--- src/rtl/sensor_proto_pkg.sv ---
// Shared protocol definitions for the sensor request/response link:
// command codes, frame layout, responder states and the frame checksum.
package sensor_proto_pkg;

  localparam logic [3:0] CMD_READ   = 4'h1;
  localparam logic [3:0] CMD_STATUS = 4'h2;
  localparam logic [3:0] ERR_NIBBLE = 4'hE;
  localparam int         FRAME_LEN  = 4;

  typedef enum logic [1:0] {
    S_IDLE,
    S_LAUNCH,
    S_WAIT_DONE,
    S_GAP
  } state_t;

  // Everything captured at accept time; the frame is rebuilt from this.
  typedef struct packed {
    logic [7:0]  req;
    logic [15:0] data;
    logic        valid;
    logic [7:0]  fcount;
  } snap_t;

  typedef logic [FRAME_LEN-1:0][7:0] frame_t;

  // Two's-complement of the byte sum, so B0+B1+B2+B3 == 0 mod 256.
  function automatic logic [7:0] checksum(input logic [7:0] b0,
                                          input logic [7:0] b1,
                                          input logic [7:0] b2);
    logic [7:0] s;
    s = b0 + b1 + b2;
    return ~s + 8'd1;
  endfunction

  // Response frame for an accepted request; the request address is ADDR
  // by construction, so the error byte can reuse its low nibble.
  function automatic frame_t build_frame(input snap_t s);
    frame_t f;
    f = '0;
    if (s.req[7:4] == CMD_STATUS) begin
      f[0] = s.req;
      f[1] = {7'b0, s.valid};
      f[2] = s.fcount;
    end else if (s.valid) begin
      f[0] = s.req;
      f[1] = s.data[15:8];
      f[2] = s.data[7:0];
    end else begin
      f[0] = {ERR_NIBBLE, s.req[3:0]};
    end
    f[3] = checksum(f[0], f[1], f[2]);
    return f;
  endfunction

endpackage

--- src/rtl/cycle_timer.sv ---
// Loadable down-counter; done is high while the count sits at zero.
// Shared between the inter-byte gap and the per-byte tx watchdog.
module cycle_timer #(
  parameter int W = 16
) (
  input  logic         clk,
  input  logic         reset,
  input  logic         load,
  input  logic [W-1:0] load_val,
  output logic         done
);

  logic [W-1:0] cnt;

  // Load takes priority; otherwise count down and park at zero.
  always_ff @(posedge clk) begin
    if (reset)           cnt <= '0;
    else if (load)       cnt <= load_val;
    else if (cnt != '0)  cnt <= cnt - 1'b1;
  end

  assign done = (cnt == '0);

endmodule

--- src/rtl/sensor_responder.sv ---
// Decodes serial requests addressed to this sensor and streams a 4-byte
// checksummed response frame out through an external uart_tx.
module sensor_responder #(
  parameter logic [3:0] ADDR       = 4'h1,
  parameter int         GAP_CYCLES = 2,
  parameter int         TX_TIMEOUT = 50000
) (
  input  logic        clk,
  input  logic        reset,
  input  logic        rx_dv,
  input  logic [7:0]  rx_byte,
  input  logic [15:0] sensor_data,
  input  logic        sensor_valid,
  input  logic        tx_done,
  output logic        tx_dv,
  output logic [7:0]  tx_byte,
  output logic        busy,
  output logic [7:0]  frame_count,
  output logic        overrun,
  output logic        tx_err
);
  import sensor_proto_pkg::*;

  localparam int TMAX = (TX_TIMEOUT > GAP_CYCLES) ? TX_TIMEOUT : GAP_CYCLES;
  localparam int TW   = $clog2(TMAX + 1);
  // Watchdog counts the LAUNCH cycle as its first clock.
  localparam logic [TW-1:0] WDOG_LOAD = TW'(TX_TIMEOUT - 1);
  localparam logic [TW-1:0] GAP_LOAD  = TW'(GAP_CYCLES - 1);

  state_t     state;
  snap_t      snap, live_snap;
  frame_t     live_frame, snap_frame;
  logic [1:0] idx, next_idx;
  logic       accept, last_byte;
  logic       tmr_load, tmr_done;
  logic [TW-1:0] tmr_val;

  assign live_snap  = '{req: rx_byte, data: sensor_data, valid: sensor_valid,
                        fcount: frame_count};
  assign live_frame = build_frame(live_snap);
  assign snap_frame = build_frame(snap);
  assign next_idx   = idx + 2'd1;
  assign last_byte  = (idx == 2'(FRAME_LEN - 1));
  assign accept     = (state == S_IDLE) && rx_dv && (rx_byte[3:0] == ADDR) &&
                      ((rx_byte[7:4] == CMD_READ) || (rx_byte[7:4] == CMD_STATUS));

  // Arm the shared timer: watchdog on every launch, gap after each tx_done.
  always_comb begin
    tmr_load = 1'b0;
    tmr_val  = WDOG_LOAD;
    case (state)
      S_IDLE:      tmr_load = accept;
      S_WAIT_DONE: if (tx_done) begin
                     tmr_load = 1'b1;
                     tmr_val  = GAP_LOAD;
                   end
      S_GAP:       tmr_load = tmr_done && !last_byte;
      default:     tmr_load = 1'b0;
    endcase
  end

  cycle_timer #(.W(TW)) u_timer (
    .clk      (clk),
    .reset    (reset),
    .load     (tmr_load),
    .load_val (tmr_val),
    .done     (tmr_done)
  );

  // Frame sequencer with registered outputs and sticky error flags.
  always_ff @(posedge clk) begin
    if (reset) begin
      state       <= S_IDLE;
      snap        <= '0;
      idx         <= '0;
      tx_dv       <= 1'b0;
      tx_byte     <= 8'h00;
      busy        <= 1'b0;
      frame_count <= 8'h00;
      overrun     <= 1'b0;
      tx_err      <= 1'b0;
    end else begin
      tx_dv <= 1'b0;
      if (rx_dv && state != S_IDLE) overrun <= 1'b1;
      case (state)
        S_IDLE: if (accept) begin
          snap    <= live_snap;
          idx     <= '0;
          tx_byte <= live_frame[0];
          tx_dv   <= 1'b1;
          busy    <= 1'b1;
          state   <= S_LAUNCH;
        end
        S_LAUNCH: state <= S_WAIT_DONE;
        S_WAIT_DONE: begin
          if (tx_done) begin
            state <= S_GAP;
          end else if (tmr_done) begin
            tx_err <= 1'b1;
            busy   <= 1'b0;
            state  <= S_IDLE;
          end
        end
        S_GAP: if (tmr_done) begin
          if (last_byte) begin
            frame_count <= frame_count + 8'd1;
            busy        <= 1'b0;
            state       <= S_IDLE;
          end else begin
            idx     <= next_idx;
            tx_byte <= snap_frame[next_idx];
            tx_dv   <= 1'b1;
            state   <= S_LAUNCH;
          end
        end
        default: state <= S_IDLE;
      endcase
    end
  end

endmodule
--- config.mk ---
export PLATFORM = sky130hd
export DESIGN_NAME = sensor_responder
export DESIGN_NICKNAME = d
export VERILOG_FILES = /design/src/rtl/sensor_proto_pkg.sv /design/src/rtl/cycle_timer.sv /design/src/rtl/sensor_responder.sv
export SDC_FILE = /design/constraint.sdc
export NUM_CORES = 1
export LEC_CHECK = 0
export CAP_MARGIN = 20
export CORE_ASPECT_RATIO = 1.1
export CORE_MARGIN = 1.5
export CORE_UTILIZATION = 60
export DETAILED_ROUTE_END_ITERATION = 10
export PLACE_DENSITY = 0.85
export SETUP_SLACK_MARGIN = 0.3
export SYNTH_ARGS = -nofsm -noshare
export SYNTH_HDL_FRONTEND = slang
export SYNTH_SLANG_ARGS = --single-unit
--- constraint.sdc ---
create_clock -name clk -period 7.65 [get_ports clk]
set_input_delay 0.765 -clock clk [delete_from_list [all_inputs] [get_ports clk]]
set_output_delay 0.765 -clock clk [all_outputs]
set_load 0.05 [all_outputs]
==> results summary, run 1 <==
The maximum net fanout on the critical path is 12. The leakage power summed over all cells came out at 2.09 nW. At the placement stage, the worst setup path has a slack of between 3 and 4 ns. The startpoint identified for the worst hold timing path is tx_byte[4]. Setup slack closes at between 3 and 4 ns.

Buffers inserted to repair hold after CTS numbered 0. The die is between 80 and 90 um wide. Synthesis inferred 73 register bits. The count of nets left with antenna violations after detail routing came out at 0. The via count of the first global-routing pass is approximately 3,300. The delay of the slowest cell on the worst path came out at 0.64 ns.

The number of cells in the finished layout apart from fillers came out at slightly above 600. The post-layout net count came out at 571. The worst-case clock buffer depth came out at 2. The max capacitance violation total came out at 0.

The initial standard-cell utilization of the core is a little over three fifths. The number of placed instances, taps included, is just under 600. The commonest cells after synthesis are dfxtp_1, nor2_1, nand2_1. The footprint of the multi-input gates came out at 2510 um^2. Pin placement for this block handled 49 I/O pins.

The full die area came out at approximately 7400 um^2. The cell sitting at the root of the clock tree is a clkbuf_8. Summed over all layers, the routed wires come to 9670 um.

The share of flip-flops with an asynchronous set or reset is 0%. In this run the mean area of a mapped cell was ~8.6 um^2. The number of hold violations in the final report is 0. The power per cell area came out at 235 nW/um^2. After clock tree synthesis, the clock-pin slew on the worst setup and hold paths is roughly 0.08 ns. The critical path is of the flop to flop type.

The proportion of layout cells with a drive suffix above 1 came out at ~6.1%. After the first detailed-routing iteration, the DRC count stood at 301. The largest voltage drop on the vdd net is between 0.0001 and 0.00015 V.

Dividing the final minimum period by the clock period gives roughly 54%. The count of different cell masters after synthesis came out at 56. Among all cell types in the netlist, the one instantiated most often is dfxtp_1.

After detailed routing, the average wire length per cell comes to 16.0 um. Detailed placement finished with a half-perimeter wire length of ~7000 um. dfxtp_1 takes more of the synthesized area than any other cell. The worst clock skew is between 0.008 and 0.009 ns.

Registers take about 1500 um^2. Fill cells in the final layout number approximately 510. Derived from the worst setup path, the maximum achievable clock frequency is roughly 240 MHz.

The transition time at the pin with the least slew margin is about 0.9 ns. The final cell area excluding filler cells came out at between 4000 and 5000 um^2. For this run, the number of Yosys warnings is 0.

After floorplanning, the core was divided into 31 placement rows. The critical path startpoint category is a flop. In this run the tool buffered the top-level ports with 48 buffer cells. The portion of synthesized cell area occupied by the leading cell type is about a third. The standard cell with the maximum stage delay on the critical path is or4b_4. In this run the worst setup path begins at snap[29]. The startpoint identified for the worst register-to-register timing path is snap[29]. The number of synthesized flops with an enable pin came out at 0. The most instantiated flip-flop cell in the synthesis netlist is dfxtp_1. The final max-slew violation count came out at 0. Yosys attributes the largest share of cell area to dfxtp_1, mux2i_1, nor2_1. The post-synthesis instance area came out at roughly 4100 um^2. The setup-violating endpoint count in the final report came out at 0.

The number of vias per cell after detailed routing came out at approximately 5.9. Summing over every cut layer, the via total after detailed routing is around 3,600. The synthesized net count came out at about 530. The routability congestion estimate is a little under 0.9.

The clock period could shrink to ~4 ns. The remaining design rule violation count came out at 0. The pin count of the biggest net entering global routing came out at 60. The number of iterations in the first detailed-routing pass is 5. The buffers inserted during post-CTS setup optimization came out at 0.

The number of gates resized after cts came out at 0. The repair_antennas step left the layout with diodes totalling 0. The y dimension of the die came out at 90.2 um. The fraction of the yosys area taken by sequential cells came out at roughly a third. In the synthesized netlist, the number of instances is about 480. Clock latency on the worst-skew pair, taken at its later pin, is around 0.35 ns. The TritonCTS sink count is 73. The clock tree synthesis step divided the H-tree into 3 levels. The critical path endpoint category is a flop. At the worst endpoint, the required time is roughly 8 ns.

Traced cell by cell, the critical path runs through or4b_4 -> and3_1 -> fa_1 -> ha_1 -> inv_1 -> fa_1 -> xor2_1 -> nand4_1 -> a2111oi_0 -> xnor3_1 -> nand4_1 -> a32o_1. The layout-stage area growth over the synthesis result came out at 17.8%. The endpoint arrival time on the critical path came out at about 4.4 ns. The core region area came out at between 6000 and 7000 um^2.

The overall global routing resource usage is 27.7%. The leftover overflow at the end of global routing came out at 0. TritonCTS built the clock tree. The cell area reported after detailed placement is between 4000 and 5000 um^2. The final setup TNS is 0 ns.

The worst max-slew margin expressed relative to the limit came out at 38.6%. The tightest min-delay check is of the flop to flop type. The run finished with clean final reports. Setup repair after global routing left no endpoint under its margin. The first global-routing pass estimated 15,900 um of wire. The number of antenna violations at the first check in global routing came out at 0. The number of buffers created by CTS is 9.
routing by layer:
metal	vias to the layer above	routed length, um	track usage (%)
li1	1751	-	-
met2	138	4570	42.7
met4	0	114	10.0
met1	1674	4390	38.6
met3	10	589	4.47
met5	-	0	0
final cells by class:
class / count / area share (%)
clock buffer: 10 / 2.62
sequential: 73 / 29.9
timing repair buffer: 49 / 9.90
inverter: 25 / 1.92
tap: 82 / 2.10
clock inverter: 5 / 2.13
multi-input combinational: 361 / 51.4
final timing paths:
path / end / slack [ns] / depth (start not counted)
worst max-delay path: tx_byte[7] / 3.54 / 12
worst min-delay path: tx_byte[4] / 0.47 / 2
worst min register to register: tx_byte[4] / 0.47 / 2
worst max register to register: tx_byte[7] / 3.54 / 12
state kept, by name, summed over array words and instances, names as in the netlist:
signal	count
snap	33
u_timer.cnt	16
frame_count	8
tx_byte	8
idx	2
state	2
busy	1
overrun	1
tx_dv	1
tx_err	1
logic make-up (layout without fill, tap and decap cells):
logic type                 after synthesis  count (layout)  synth area share [%]
DFF                                     73              73                  35.3
adders and majority gates               23              23                  8.40
buffers and inverters                   45              89                  4.32
and+or+nand+nor                        192             192                  22.8
AOI/OAI and AO/OA                       83              83                  13.0
muxes                                   34              34                  9.42
xor gates and xnor gates                29              29                  6.80
power by group:
part	switching (mW)	leakage, nW	internal [mW]	total [mW]
logic	0.191	1.38	0.138	0.329
clock network	0.148	0.117	0.216	0.363
registers	0.0345	0.591	0.421	0.455
stage by stage:
stage,power (mW),utilization [%],hold WS (ns)
after floorplan,0.706,-,0.440
after global placement,0.777,70.1,0.441
after detailed placement,0.789,70.1,0.450
after CTS,1.15,73.6,0.462
final,1.15,73.6,0.465
after global routing,1.21,73.6,0.465
layout by cell type, fill, tap and decap left out, types with 4 or more instances in the layout:
cell,synthesis,final
and3_1,9,9
mux2i_1,30,30
nor3_1,8,8
nand2b_1,5,5
clkdlybuf4s50_1,0,47
o211ai_1,6,6
ha_1,15,15
inv_1,25,25
a31oi_1,4,4
nand3_1,15,14
fa_1,8,8
nor2_1,66,66
clkbuf_8,0,9
and2_1,7,7
nor2b_1,4,4
xor2_1,13,13
dfxtp_1,73,73
o21ai_0,15,15
nand4_1,6,6
nand2_1,42,42
a211oi_1,6,6
nand3b_1,4,4
xnor2_1,14,14
a21oi_1,30,30
or3_1,7,7
mux4_2,4,4
critical path, delay by kind of cell, from the launching register on:
kind | cells | cell delay (ns)
adders and majority gates | 3 | 1.14
buffers and inverters | 1 | 0.07
xor gates and xnor gates | 2 | 0.49
DFF | 1 | 0.35
AOI/OAI and AO/OA | 2 | 0.76
and+or+nand+nor | 4 | 1.18
No activity file was read; power rests on OpenSTA's default activity.
==> run 2: changes to the inputs <==
- CORE_UTILIZATION: 60 -> 51
- PLACE_DENSITY: 0.85 -> 0.77
- clock period: 7.65 -> 3.6 ns (I/O delays scaled with it)
==> run 2 against run 1 <==
Net effect:
- worst setup slack got worse by 3.6 ns
- die area rose by 17%
- critical path depth fell by 1
- global-route usage fell by 1.9 points
- clock-buffer cell count did not move
- maximum frequency rose by 12%
- critical path type unchanged
- flip-flop and latch count did not move
- first-iteration DRC count fell by 21%
- sequential share of layout area fell by 2.2 points
- largest cell class unchanged
- non-clock buffer count rose by 30
- register-to-register slack got worse by 3.6 ns
- the flow now finishes with violations (negative setup slack)
- core utilization fell by 6.9 points
- largest power group unchanged
==> results summary, run 2 (synthesis gave the netlist of run 1 again) <==
Outcome: finished, violations left (was complete, no violations). The checks that failed: negative setup slack. The per-cell routed wire length is 15.7 um (was 16.0 um). The total chip power was 2.25 mW (was 1.15 mW).

The first-pass GRT wire length is 17,500 um (was 15,900 um). The via count came out at 3,765 (was 3,573). The number of antenna violations at the first check in global routing is 0 (unchanged).

The filler cell count in the final layout came to 677 (was 511). The DRC violation total after the first TritonRoute iteration is 237 (was 301). The net switching share of the total power was 35.2% (was 32.5%).

The internal power consumption came out at 1.46 mW (was 0.775 mW). The final critical-path setup slack came to -0.0705 ns (was 3.54 ns). The cell area reported after detailed placement was 4920 um^2 (was 4650 um^2). The overall global routing resource usage is 25.8% (was 27.7%). The TritonCTS sink count is 73 (unchanged).

The met2 wire length is 4820 um (was 4570 um). RSZ-0062 raised after global routing: yes (was no). The quantity of I/O buffers inserted on ports came out at 48 (unchanged).

The leftover overflow at the end of global routing came out at 0 (unchanged). The endpoint arrival time on the critical path is 3.90 ns (was 4.35 ns). The transition time at the pin with the least slew margin came out at 0.826 ns (was 0.919 ns). The amount of wire on met3 after detailed routing is 507 um (was 589 um). The critical path endpoint category is a flop (unchanged). The horizontal die dimension came to 88.9 um (was 82.2 um). The worst max-slew margin expressed relative to the limit came out at 44.9% (was 38.6%).

The H-tree depth reported by CTS came out at 3 (unchanged). The power per cell area is 427 nW/um^2 (was 235 nW/um^2). The final critical-path share of the clock period is 102% (was 53.7%). The share of total power in combinational logic is 31.5% (was 28.7%).

The proportion of layout cells with a drive suffix above 1 is 16.2% (was 6.12%). The CTS clock-pin slew for the worst setup and hold paths is 0.07 ns (was 0.08 ns). The count of nets left with antenna violations after detail routing came out at 0 (unchanged). The number of vias per cell after detailed routing came out at 5.69 (was 5.91). The estimated wirelength of the detail-placed design was 7430 um (was 6990 um). The post-placement setup slack came to -0.224 ns (was 3.66 ns). The clock latency on the worst-skew pair was 0.35 ns (about the same).

The pin count of the biggest net entering global routing is 46 (was 60). The number of iterations in the first detailed-routing pass is 5 (unchanged). The category of the most critical setup path is flop to flop (unchanged). The worst-case clock buffer depth is 2 (unchanged). The number of placed instances with taps included is 638 (was 590). The final cell area excluding filler cells was 5270 um^2 (was 4880 um^2). The type of the worst min-delay path is flop to flop (unchanged).

The commonest non-fill, non-tap cell in the layout is dfxtp_1 (unchanged). The antenna diode count came to 0 (unchanged). The layout-stage area growth over the synthesis result came out at 27.3% (was 17.8%).

The flip-flop count of the largest register after layout is 33 (unchanged). The portion of total power attributed to sequential cells came out at 43.0% (was 39.7%). The critical path startpoint category is a flop (unchanged).

The final period demand of the worst path was 3.67 ns (was 4.11 ns). The register with the most flip-flops was snap (unchanged). The cts-stage hold buffer count was 0 (unchanged). The post-layout net count was 602 (was 571). The switching component of the power is 0.793 mW (was 0.373 mW). The clock tree from TritonCTS is yes (unchanged). The leakage power summed over all cells came out at 2.25 nW (was 2.09 nW). The worst hold-check slack was 0.455 ns (was 0.465 ns). The largest voltage drop on the vdd net came to 0.000212 V (was 0.000135 V).

Most frequent cells in the layout: dfxtp_1, nor2_1, clkdlybuf4s50_1, nand2_1, mux2i_1 (was dfxtp_1, nor2_1, clkdlybuf4s50_1, nand2_1). The highest attainable clock frequency is 272 MHz (was 243 MHz). The met1 wire length is 4740 um (was 4390 um). The routability congestion estimate is 0.938 (was 0.888). The final design utilization is 66.6% (was 73.6%). Registers with the most flip-flops: snap x33, u_timer.cnt x16 (unchanged). The number of cells in the finished layout apart from fillers is 662 (was 605). The highest metal layer with signal wires is met4 (unchanged). The remaining design rule violation count is 0 (unchanged). The post-detailed-routing wire length is 10,400 um (was 9670 um). The full die area came out at 8670 um^2 (was 7410 um^2).

The initial standard-cell utilization of the core came out at 52.4% (was 62.5%). The setup-violating endpoint count in the final report came out at 4 (was 0). The final setup TNS came out at -0.136 ns (was 0 ns). The part of the total power dissipated in the clock network came out at 25.5% (was 31.7%). The site row count is 34 (was 31). The top-level I/O count is 49 (unchanged). The data required time at the worst endpoint was 3.83 ns (was 7.89 ns).

The clock tree root buffer cell is clkbuf_8 (unchanged). The final max-slew violation count is 0 (unchanged). The maximum net fanout on the critical path was 6 (was 12). The core region area is 7910 um^2 (was 6630 um^2).

The number of hold violations in the final report was 0 (unchanged). The worst clock skew came out at 0.0121 ns (was 0.00889 ns). The number of buffers created by CTS was 9 (unchanged).

The via count of the first global-routing pass is 3,703 (was 3,320). The y dimension of the die came to 97.5 um (was 90.2 um). The max capacitance violation total came out at 0 (unchanged).
-- run 2: critical path, cell delays in order (launching register included) --
cell and delay [ns]:
dfxtp_2 0.34, or4b_4 0.59, and3_4 0.20, fa_1 0.49
ha_2 0.19, inv_2 0.04, fa_2 0.60, nand4_1 0.21
a2111oi_4 0.39, xnor3_1 0.18, nand4_1 0.09, a32o_1 0.24
-- run 2: metal layers --
layer / GRT usage (%) / vias up
met2: 40.6 / 134
met1: 34.8 / 1790
met4: 11.4 / 0
met5: 0 / -
li1: - / 1816
met3: 3.65 / 25
-- run 2: layout make-up --
type                            count  area (um^2)  area share (%)
Clock inverter                      5         31.3           0.593
Multi-Input combinational cell    362         2690            50.9
Timing Repair Buffer               79          723            13.7
Sequential cell                    73         1470            27.8
Clock buffer                       10          138            2.61
Inverter                           25         93.8            1.78
Tap cell                          108          135            2.56
-- run 2: worst paths after layout --
| kind | start | end | slack [ns] | cells after the start |
|---|---|---|---|---|
| max | snap[32] | tx_byte[7] | -0.07 | 11 |
| max reg2reg | snap[32] | tx_byte[7] | -0.07 | 11 |
| min | tx_byte[0] | tx_byte[0] | 0.46 | 2 |
| min reg2reg | tx_byte[0] | tx_byte[0] | 0.46 | 2 |
-- run 2: power groups by stage --
stage	Clock (mW)	Combinational, mW	Sequential (mW)
2_1_floorplan	0	0.458	1.04
3_3_place_gp	0	0.681	0.976
3_5_place_dp	0	0.700	0.984
4_1_cts	0.586	0.705	0.967
5_1_grt	0.627	0.783	0.984
6_report	0.574	0.709	0.968
-- run 2: what timing repair did --
item,4_1_cts,5_1_grt
cloned,1,0
buffers inserted,7,1
resized for setup,14,9
endpoints found under the setup margin,6,6
pin swaps,14,9
